--- src/rtl/quire_multichannel.sv ---
// Multi-channel quire accumulator: a shared, channel-tagged operand stream feeds
// NB_CHANNELS independent quires; finished windows leave through one
// round-robin arbitrated output register.
module quire_multichannel #(
  parameter int POSIT_WIDTH   = 8,
  parameter int POSIT_ES      = 0,
  parameter int LOG_NB_ACCUM  = 15,
  parameter int IS_PROD_ACCUM = 1,
  parameter int NB_CHANNELS   = 4,
  parameter int FRAC_W        = (IS_PROD_ACCUM != 0 ? 2 : 1) * (POSIT_WIDTH - 2 - POSIT_ES),
  parameter int SCALE_W       = $clog2((IS_PROD_ACCUM != 0 ? 2 : 1) * (POSIT_WIDTH - 2) * (2 ** POSIT_ES) + 1) + 1,
  parameter int QUIRE_W       = (2 ** (POSIT_ES + 2)) * (POSIT_WIDTH - 2) + 2 + LOG_NB_ACCUM,
  parameter int CH_W          = (NB_CHANNELS > 1) ? $clog2(NB_CHANNELS) : 1
) (
  input  logic               clk,
  input  logic               rst,
  output logic               rtr_o,
  input  logic               rts_i,
  input  logic               sow_i,
  input  logic               eow_i,
  input  logic [CH_W-1:0]    ch_i,
  input  logic [FRAC_W-1:0]  fraction,
  input  logic [SCALE_W-1:0] scale,
  input  logic               zero_i,
  input  logic               sign_i,
  input  logic               NaR_i,
  input  logic               rtr_i,
  output logic               rts_o,
  output logic [CH_W-1:0]    ch_o,
  output logic               nar_o,
  output logic [QUIRE_W-1:0] data_o
);

  localparam int QFRAC = (IS_PROD_ACCUM != 0 ? 2 : 1) * (POSIT_WIDTH - 2) * (2 ** POSIT_ES);

  typedef enum logic [1:0] {ST_IDLE, ST_ACCUM, ST_PENDING} ch_state_t;

  // Captured operand (handshake edge)
  logic               in_valid, in_sow, in_eow, in_zero, in_sign, in_nar;
  logic [CH_W-1:0]    in_ch;
  logic [FRAC_W-1:0]  in_frac;
  logic [SCALE_W-1:0] in_scale;

  // Aligned operand
  logic               s1_valid, s1_sow, s1_eow, s1_nar;
  logic [CH_W-1:0]    s1_ch;
  logic [QUIRE_W-1:0] s1_val;

  // Per-channel quire state
  ch_state_t          ch_state [NB_CHANNELS];
  logic [QUIRE_W-1:0] acc      [NB_CHANNELS];
  logic               nar_flag [NB_CHANNELS];

  logic [CH_W-1:0]    last_grant;
  logic [CH_W-1:0]    grant;
  logic               any_pend, load, grant_nar, blocked;
  logic [QUIRE_W-1:0] grant_acc;
  logic [QUIRE_W-1:0] aligned, mag, ext;
  int                 sh;

  // Accept unless the target channel is pending or an eow for it is still in flight
  always_comb begin
    blocked = 1'b0;
    for (int unsigned i = 0; i < NB_CHANNELS; i++)
      if (CH_W'(i) == ch_i && ch_state[i] == ST_PENDING) blocked = 1'b1;
    if (in_valid && in_eow && in_ch == ch_i) blocked = 1'b1;
    if (s1_valid && s1_eow && s1_ch == ch_i) blocked = 1'b1;
    rtr_o = !rst && !blocked;
  end

  // Align the captured operand to the quire fixed point and apply its sign
  always_comb begin
    sh  = int'($signed(in_scale)) + QFRAC - (FRAC_W - 1);
    ext = QUIRE_W'(in_frac);
    if (sh >= 0) mag = ext << sh;
    else         mag = ext >> (-sh);
    aligned = in_sign ? -mag : mag;
    if (in_zero || in_nar) aligned = '0;
  end

  // Round-robin pick of a pending channel, searching after the last grant
  always_comb begin
    int unsigned idx;
    any_pend  = 1'b0;
    grant     = '0;
    grant_acc = '0;
    grant_nar = 1'b0;
    idx       = 0;
    for (int unsigned off = 1; off <= NB_CHANNELS; off++) begin
      idx = (32'(last_grant) + off) % 32'(NB_CHANNELS);
      if (!any_pend && ch_state[idx] == ST_PENDING) begin
        any_pend  = 1'b1;
        grant     = CH_W'(idx);
        grant_acc = acc[idx];
        grant_nar = nar_flag[idx];
      end
    end
    load = any_pend && (!rts_o || rtr_i);
  end

  // Operand capture and alignment stage; a capture register precedes the
  // alignment register so that the eow-to-result latency stays three edges
  always_ff @(posedge clk) begin
    if (rst) begin
      in_valid <= 1'b0;
      in_sow   <= 1'b0;
      in_eow   <= 1'b0;
      in_zero  <= 1'b0;
      in_sign  <= 1'b0;
      in_nar   <= 1'b0;
      in_ch    <= '0;
      in_frac  <= '0;
      in_scale <= '0;
      s1_valid <= 1'b0;
      s1_sow   <= 1'b0;
      s1_eow   <= 1'b0;
      s1_nar   <= 1'b0;
      s1_ch    <= '0;
      s1_val   <= '0;
    end else begin
      in_valid <= rts_i && rtr_o;
      in_sow   <= sow_i;
      in_eow   <= eow_i;
      in_zero  <= zero_i;
      in_sign  <= sign_i;
      in_nar   <= NaR_i;
      in_ch    <= ch_i;
      in_frac  <= fraction;
      in_scale <= scale;
      s1_valid <= in_valid;
      s1_sow   <= in_sow;
      s1_eow   <= in_eow;
      s1_nar   <= in_nar;
      s1_ch    <= in_ch;
      s1_val   <= aligned;
    end
  end

  // Per-channel accumulate and window state; granted channels return to idle
  always_ff @(posedge clk) begin
    if (rst) begin
      for (int unsigned i = 0; i < NB_CHANNELS; i++) begin
        ch_state[i] <= ST_IDLE;
        acc[i]      <= '0;
        nar_flag[i] <= 1'b0;
      end
    end else begin
      for (int unsigned i = 0; i < NB_CHANNELS; i++) begin
        if (load && grant == CH_W'(i)) ch_state[i] <= ST_IDLE;
        if (s1_valid && s1_ch == CH_W'(i)) begin
          if (s1_sow || ch_state[i] == ST_IDLE) begin
            acc[i]      <= s1_val;
            nar_flag[i] <= s1_nar;
          end else begin
            acc[i]      <= acc[i] + s1_val;
            nar_flag[i] <= nar_flag[i] | s1_nar;
          end
          ch_state[i] <= s1_eow ? ST_PENDING : ST_ACCUM;
        end
      end
    end
  end

  // Output register: load a granted result, hold while stalled downstream
  always_ff @(posedge clk) begin
    if (rst) begin
      rts_o      <= 1'b0;
      ch_o       <= '0;
      nar_o      <= 1'b0;
      data_o     <= '0;
      last_grant <= CH_W'(NB_CHANNELS - 1);
    end else if (load) begin
      rts_o      <= 1'b1;
      ch_o       <= grant;
      nar_o      <= grant_nar;
      data_o     <= grant_nar ? {1'b1, {(QUIRE_W-1){1'b0}}} : grant_acc;
      last_grant <= grant;
    end else if (rtr_i) begin
      rts_o <= 1'b0;
    end
  end

endmodule

--- config.mk ---
export PLATFORM = sky130hd
export DESIGN_NAME = quire_multichannel
export DESIGN_NICKNAME = d
export VERILOG_FILES = /design/src/rtl/quire_multichannel.sv
export SDC_FILE = /design/constraint.sdc
export NUM_CORES = 1
export LEC_CHECK = 0
export CORE_MARGIN = 4
export CORE_UTILIZATION = 35
export CTS_CLUSTER_SIZE = 14
export DETAILED_ROUTE_END_ITERATION = 16
export GPL_ROUTABILITY_DRIVEN = 1
export GPL_TIMING_DRIVEN = 0
export REMOVE_ABC_BUFFERS = 1
export SLEW_MARGIN = 25
export SYNTH_ARGS = -nofsm -noshare
export SYNTH_HDL_FRONTEND = slang
export SYNTH_SLANG_ARGS = --single-unit
--- constraint.sdc ---
create_clock -name clk -period 5.35 [get_ports clk]
set_clock_uncertainty 0.05 [all_clocks]
set_input_delay 1.3375 -clock clk [delete_from_list [all_inputs] [get_ports clk]]
set_output_delay 1.3375 -clock clk [all_outputs]
set_load 0.01 [all_outputs]
==> flow_summary.ini, run 1 <==
[critical_path]
critical_path.endpoint = acc[1][36]
r2r_setup_slack_ns = 0.39
critical_path.startpoint = s1_val[1]
path_cells = inv_1, fa_1, nor2b_1, o21ai_0, a21oi_1, nor2_1, o21ai_0, a31oi_2, o31ai_4, nor4_1, nor3_1, nor2_1, or3_1, a21oi_1
timing.rr.end = acc[1][36]
cp.arrival_ns = 5.31
rr_worst_depth = 14
critPathLaunchType = flip-flop
crit_buf_inv = 1
critPathMaxStageDelay_ns = 0.59
slowest_stage = o21ai_0
r2r-start = s1_val[1]
critPathKind = reg2reg
crit_cells = 14
path_delay_family = compound AO/OA/AOI/OAI gates
required_ns = 5.70
cp-end-kind = flip-flop
crit_fanout = 9

[layout]
final_cells = 4208
seq_area_sq_um = 7730
multi_input_area_sq_um = 18600
final_util = 0.402
fillers = 7682
layout-drive-gt1-share = 0.103
area_growth_syn_to_layout_pct = 13.3
layout.nets = 3346

[clock_network]
cts_tree = built
clkTransAtPathRegs_ns = 0.06
cts_hold_buffers = 0
cts_sinks = 297
cts-root-buf = clkbuf_16
post_cts_buffers = 0
htree_levels = 2
cts.path.max_buffers = 3
clock_latency_ns = 0.60
cts_made_buffers = 41

[synthesis]
yosysSeqAreaShare = 0.285
synth-seq-cells = 297
async_flop_share = 0
ys_warn_count = 0
syn_inst = 3183
avgSynthCellArea_sq_um = 8.50
synth-edff-count = 176
synth_flop_cell = edfxtp_1
ys_types = 93
synth_area_sq_um = 27100

[global_route]
grt_use_total = 0.212
grt_max_degree = 73
grt_first_pass_wirelength_mm = 138
grt_pass1_vias = 23316
grt.overflow.total = 0
grt_antenna_before_repair = 1

[timing]
max_slew.worst_pin.slew_ns = 1.08
min_period_over_period = 0.927
finalCriticalPeriod_ns = 4.96
max_freq_ghz = 0.202
hold_viol = 0
finalSetupViolCount = 0
grt_setup_unrepaired = no
drv_slew = 0
relSlewSlack = 0.279

[floorplan]
io-pin-count = 74
die_area_sq_um = 81800
num_rows = 101
die_w_microns = 286
initial_utilization = 0.355
coreArea_sq_um = 76300
dieHeight_microns = 286

[detailed_routing]
finalWirelength_mm = 89.5
viasPerCell = 5.90
detail-route-antenna-nets = 0
drc = 0
wl_per_cell_microns = 21.3
initialDrtViolationCount = 2257
via_count = 24826
dr.pass1.iters = 6

[pwr]
vdd_drop_max_v = 0.000233
leakage_uw = 0.0122
power_density_nw_per_um2 = 359
total_power_uw = 11000

[placement]
dp_hpwl_mm = 65.2
gp_congestion = 0.925
dp_cells = 4131
numPortBuffers = 73

[outcome]
status = finished clean

[hold_path]
hp-class = reg2reg

[flow_run]
drv_cap = 0
==> area by class of cell <==
type	count	area share
diodes	1	0.0000816
well taps	1030	0.0420
repair buffers	112	0.0488
multi-input cells	2637	0.606
clock inverters	20	0.00739
inverters	55	0.00673
clock buffers	56	0.0373
flip-flops and latches	297	0.252
==> kinds of logic (layout without fill, tap and decap cells) <==
family,Yosys count,in the layout,share of synthesized area
compound gates,1023,1023,0.232
buf+inv,249,243,0.0385
other cells,0,1,0
flops,297,297,0.285
mux,217,217,0.127
xor+xnor,172,172,0.0560
simple gates,1051,1051,0.180
fa+ha+maj,174,174,0.0816
==> where the power goes <==
part,leakage (uW),switching [uW],internal (uW),total (uW)
logic,0.00874,2910,2110,5020
clock network,0.000676,1160,1700,2860
registers,0.00282,409,2710,3120
total,0.0122,4480,6510,11000
==> placed cells by master, fill, tap and decap left out, types with 31 or more instances in the layout <==
master	instances
a21oi_1	375
nor2_1	202
nor2b_1	65
nand3_1	59
clkdlybuf4s50_1	72
nand2_1	454
o21a_1	31
a21o_1	87
nor3_1	33
dfxtp_1	114
o21ai_0	256
mux2_2	54
a221oi_1	45
and3_1	62
mux2i_1	67
inv_1	54
edfxtp_1	176
ha_1	169
xnor2_1	112
xor2_1	56
mux4_2	90
or3_1	31
clkbuf_16	42
==> synthesized netlist by cell type, types with 68 or more instances <==
cell,number,area share
a21o_1,88,0.024
mux4_2,91,0.076
o21ai_0,256,0.047
nor2b_1,68,0.016
xnor2_1,114,0.037
dfxtp_1,121,0.090
ha_1,170,0.079
edfxtp_1,176,0.20
a21oi_1,376,0.070
mux2i_1,68,0.025
nand2_1,457,0.063
nor2_1,210,0.029
clkbuf_1,146,0.020
==> per-layer routing <==
metal  GRT usage  vias up  share of wire
met5           0        -              0
met4      0.0703        0          0.035
met3      0.0436      175          0.087
met2       0.332      989           0.44
met1       0.294    11872           0.44
li1            -    11790              -
==> through the flow <==
| stage | setup slack, ns | setup TNS, ns | hold WS, ns | area [sq um] |
|---|---|---|---|---|
| 5_1_grt | 0.0430 | 0 | 0.401 | 30700 |
| 4_1_cts | 0.0309 | 0 | 0.388 | 30600 |
| 2_1_floorplan | -6.57 | -350.90 | 0.364 | 26200 |
| 6_report | 0.388 | 0 | 0.383 | 30700 |
| 3_3_place_gp | -21.91 | -1785.09 | 0.369 | 28200 |
| 3_5_place_dp | -0.0569 | -0.184 | 0.375 | 29200 |
==> sequential cells by signal, summed over array words and instances, names as in the netlist, 2 cells and up, named ones only <==
| name | flops |
|---|---|
| last_grant | 2 |
| nar_flag | 4 |
| data_o | 41 |
| acc | 164 |
| in_frac | 12 |
| in_scale | 5 |
| in_ch | 2 |
| s1_val | 41 |
| s1_ch | 2 |
| ch_o | 2 |
| ch_state | 8 |
==> worst reg2reg max path, stage by stage (launching register included) <==
cell and delay, ns:
dfxtp_1 0.52, inv_1 0.25, fa_1 0.47, nor2b_1 0.16
o21ai_0 0.12, a21oi_1 0.47, nor2_1 0.13, o21ai_0 0.59
a31oi_2 0.43, o31ai_4 0.54, nor4_1 0.10, nor3_1 0.38
nor2_1 0.06, or3_1 0.36, a21oi_1 0.14
==> worst min path at each step <==
stage                 from  depth (start not counted)  endpoint  slack (ns)
global placement    in_sow                          1    s1_sow        0.37
global route        in_sow                          1    s1_sow        0.40
detailed placement  in_sow                          1    s1_sow        0.37
floorplan           in_sow                          1    s1_sow        0.36
finish              in_sow                          1    s1_sow        0.38
CTS                 in_sow                          1    s1_sow        0.39
==> repair_timing <==
| item | in CTS | in global routing |
|---|---|---|
| hold endpoints to repair | 0 | 0 |
| resized for setup | 2 | 9 |
| endpoints found under the setup margin | 9 | 33 |
No activity file was read; power rests on OpenSTA's default activity.
==> run 2: changes to the inputs <==
clock period = 6.4 ns   (was 5.35 ns; I/O delays follow)
==> flow_summary.ini, run 2 (synthesis gave the netlist of run 1 again) <==
[critical_path]
critPathLaunchType = flip-flop
path_cells = ha_2, nand3_2, nand2_1, inv_2, ha_1, and3_1, nand3_2, o22ai_1, a21oi_1, ha_1, o21ai_0, a221oi_2, nand4_1, nor2_2, nand3_1, o21ai_0, xor2_1, nor2_1
r2r-start = in_scale[1]
crit_buf_inv = 1
rr_worst_depth = 18
path_delay_family = simple AND/OR/NAND/NOR gates
crit_fanout = 19
cp.arrival_ns = 5.89
slowest_stage = dfxtp_1
timing.rr.end = s1_val[34]
r2r_setup_slack_ns = 0.88
critPathKind = reg2reg
critPathMaxStageDelay_ns = 0.58
cp-end-kind = flip-flop
required_ns = 6.77

[timing]
fin_setup_tns_ns = 0
min_period_over_period = 0.863
drv_slew = 0
whs_ns = 0.383
max_slew.worst_pin.slew_ns = 1.12
hold_viol = 0
finalSetupViolCount = 0
grt_setup_unrepaired = no
finalCriticalPeriod_ns = 5.52
relSlewSlack = 0.247
max_freq_ghz = 0.181

[layout]
layout.nets = 3346
mostFrequentLayoutCell = nand2_1
reg_top3 = acc: 164 flops, data_o: 41 flops, s1_val: 41 flops
largest_reg_flops = 164
multi_input_area_sq_um = 18500
mostFrequentLayoutCells = nand2_1 (455), a21oi_1 (376), o21ai_0 (256)
largest_register = acc
area_growth_syn_to_layout_pct = 13.1
seq_area_sq_um = 7720
final_cells = 4208
fillers = 7685
stdcell_area_sq_um = 30600
layout-drive-gt1-share = 0.101

[global_route]
grt_max_degree = 73
grt_use_total = 0.212
grt_first_pass_wirelength_mm = 138
grt.overflow.total = 0
grt_pass1_vias = 23317
grt_antenna_before_repair = 1

[detailed_routing]
detail-route-antenna-nets = 0
finalWirelength_mm = 89.5
wl_per_cell_microns = 21.3
via_count = 24789
drc = 0
dr.pass1.iters = 5
viasPerCell = 5.89
initialDrtViolationCount = 2266

[clock_network]
cts_resized = 0
cts_sinks = 297
htree_levels = 2
cts_tree = built
cts-root-buf = clkbuf_16
cts_hold_buffers = 0
clkTransAtPathRegs_ns = 0.07
cts_made_buffers = 41
clock_latency_ns = 0.60
post_cts_buffers = 0
cts.path.max_buffers = 3

[pwr]
power_density_nw_per_um2 = 300
total_power_uw = 9190
leakage_uw = 0.0122
vdd_drop_max_v = 0.000197

[floorplan]
num_rows = 101
io-pin-count = 74
die_w_microns = 286
initial_utilization = 0.355
dieHeight_microns = 286
coreArea_sq_um = 76300
die_area_sq_um = 81800

[flow_run]
drv_cap = 0

[placement]
dp_cells = 4131
numPortBuffers = 73
place_area_sq_um = 29200
dp_hpwl_mm = 65.2
gp_congestion = 0.925

[hold_path]
min_from = in_sow
worst_hold_path.endpoint = s1_sow
hp-class = reg2reg
hold_path_depth = 1

[outcome]
status = finished clean
## run 2: report_power, final
part / total (uW) / leakage, uW / switching [uW] / internal [uW]
registers: 2600 / 0.00282 / 343 / 2260
clock network: 2390 / 0.000676 / 969 / 1420
logic: 4200 / 0.00873 / 2440 / 1760
## run 2: worst max-delay path by stage
stage                        startpoint          to  slack [ns]  cells past startpoint
after floorplan           last_grant[0]   data_o[0]       -5.52                      7
after global placement    last_grant[0]  data_o[26]      -20.86                      7
after detailed placement    in_scale[1]  s1_val[38]        0.99                     19
after CTS                   in_scale[1]  s1_val[38]        0.94                     19
after global routing        in_scale[1]  s1_val[38]        0.34                     18
final                       in_scale[1]  s1_val[34]        0.88                     18
## run 2: through the flow
stage / worst slack, ns / util
6_report: 0.876 / 0.401
3_5_place_dp: 0.993 / 0.383
5_1_grt: 0.344 / 0.401
3_3_place_gp: -20.86 / 0.370
4_1_cts: 0.944 / 0.401
2_1_floorplan: -5.52 / -
## run 2: cell type report
type                       count  share of cell area
antenna                        1           0.0000818
clock buffer                  56              0.0374
clock inverter                20             0.00740
inverter                      55             0.00674
multi-input combinational   2637               0.605
sequential                   297               0.252
tap                         1030              0.0421
timing repair buffer         112              0.0489
## run 2: routing by layer
layer | GRT usage | part of all wire | up-vias
met4 | 0.0703 | 0.033 | 0
met5 | 0 | 0 | -
met1 | 0.294 | 0.44 | 11881
met2 | 0.332 | 0.44 | 948
met3 | 0.0436 | 0.086 | 165
li1 | - | - | 11795
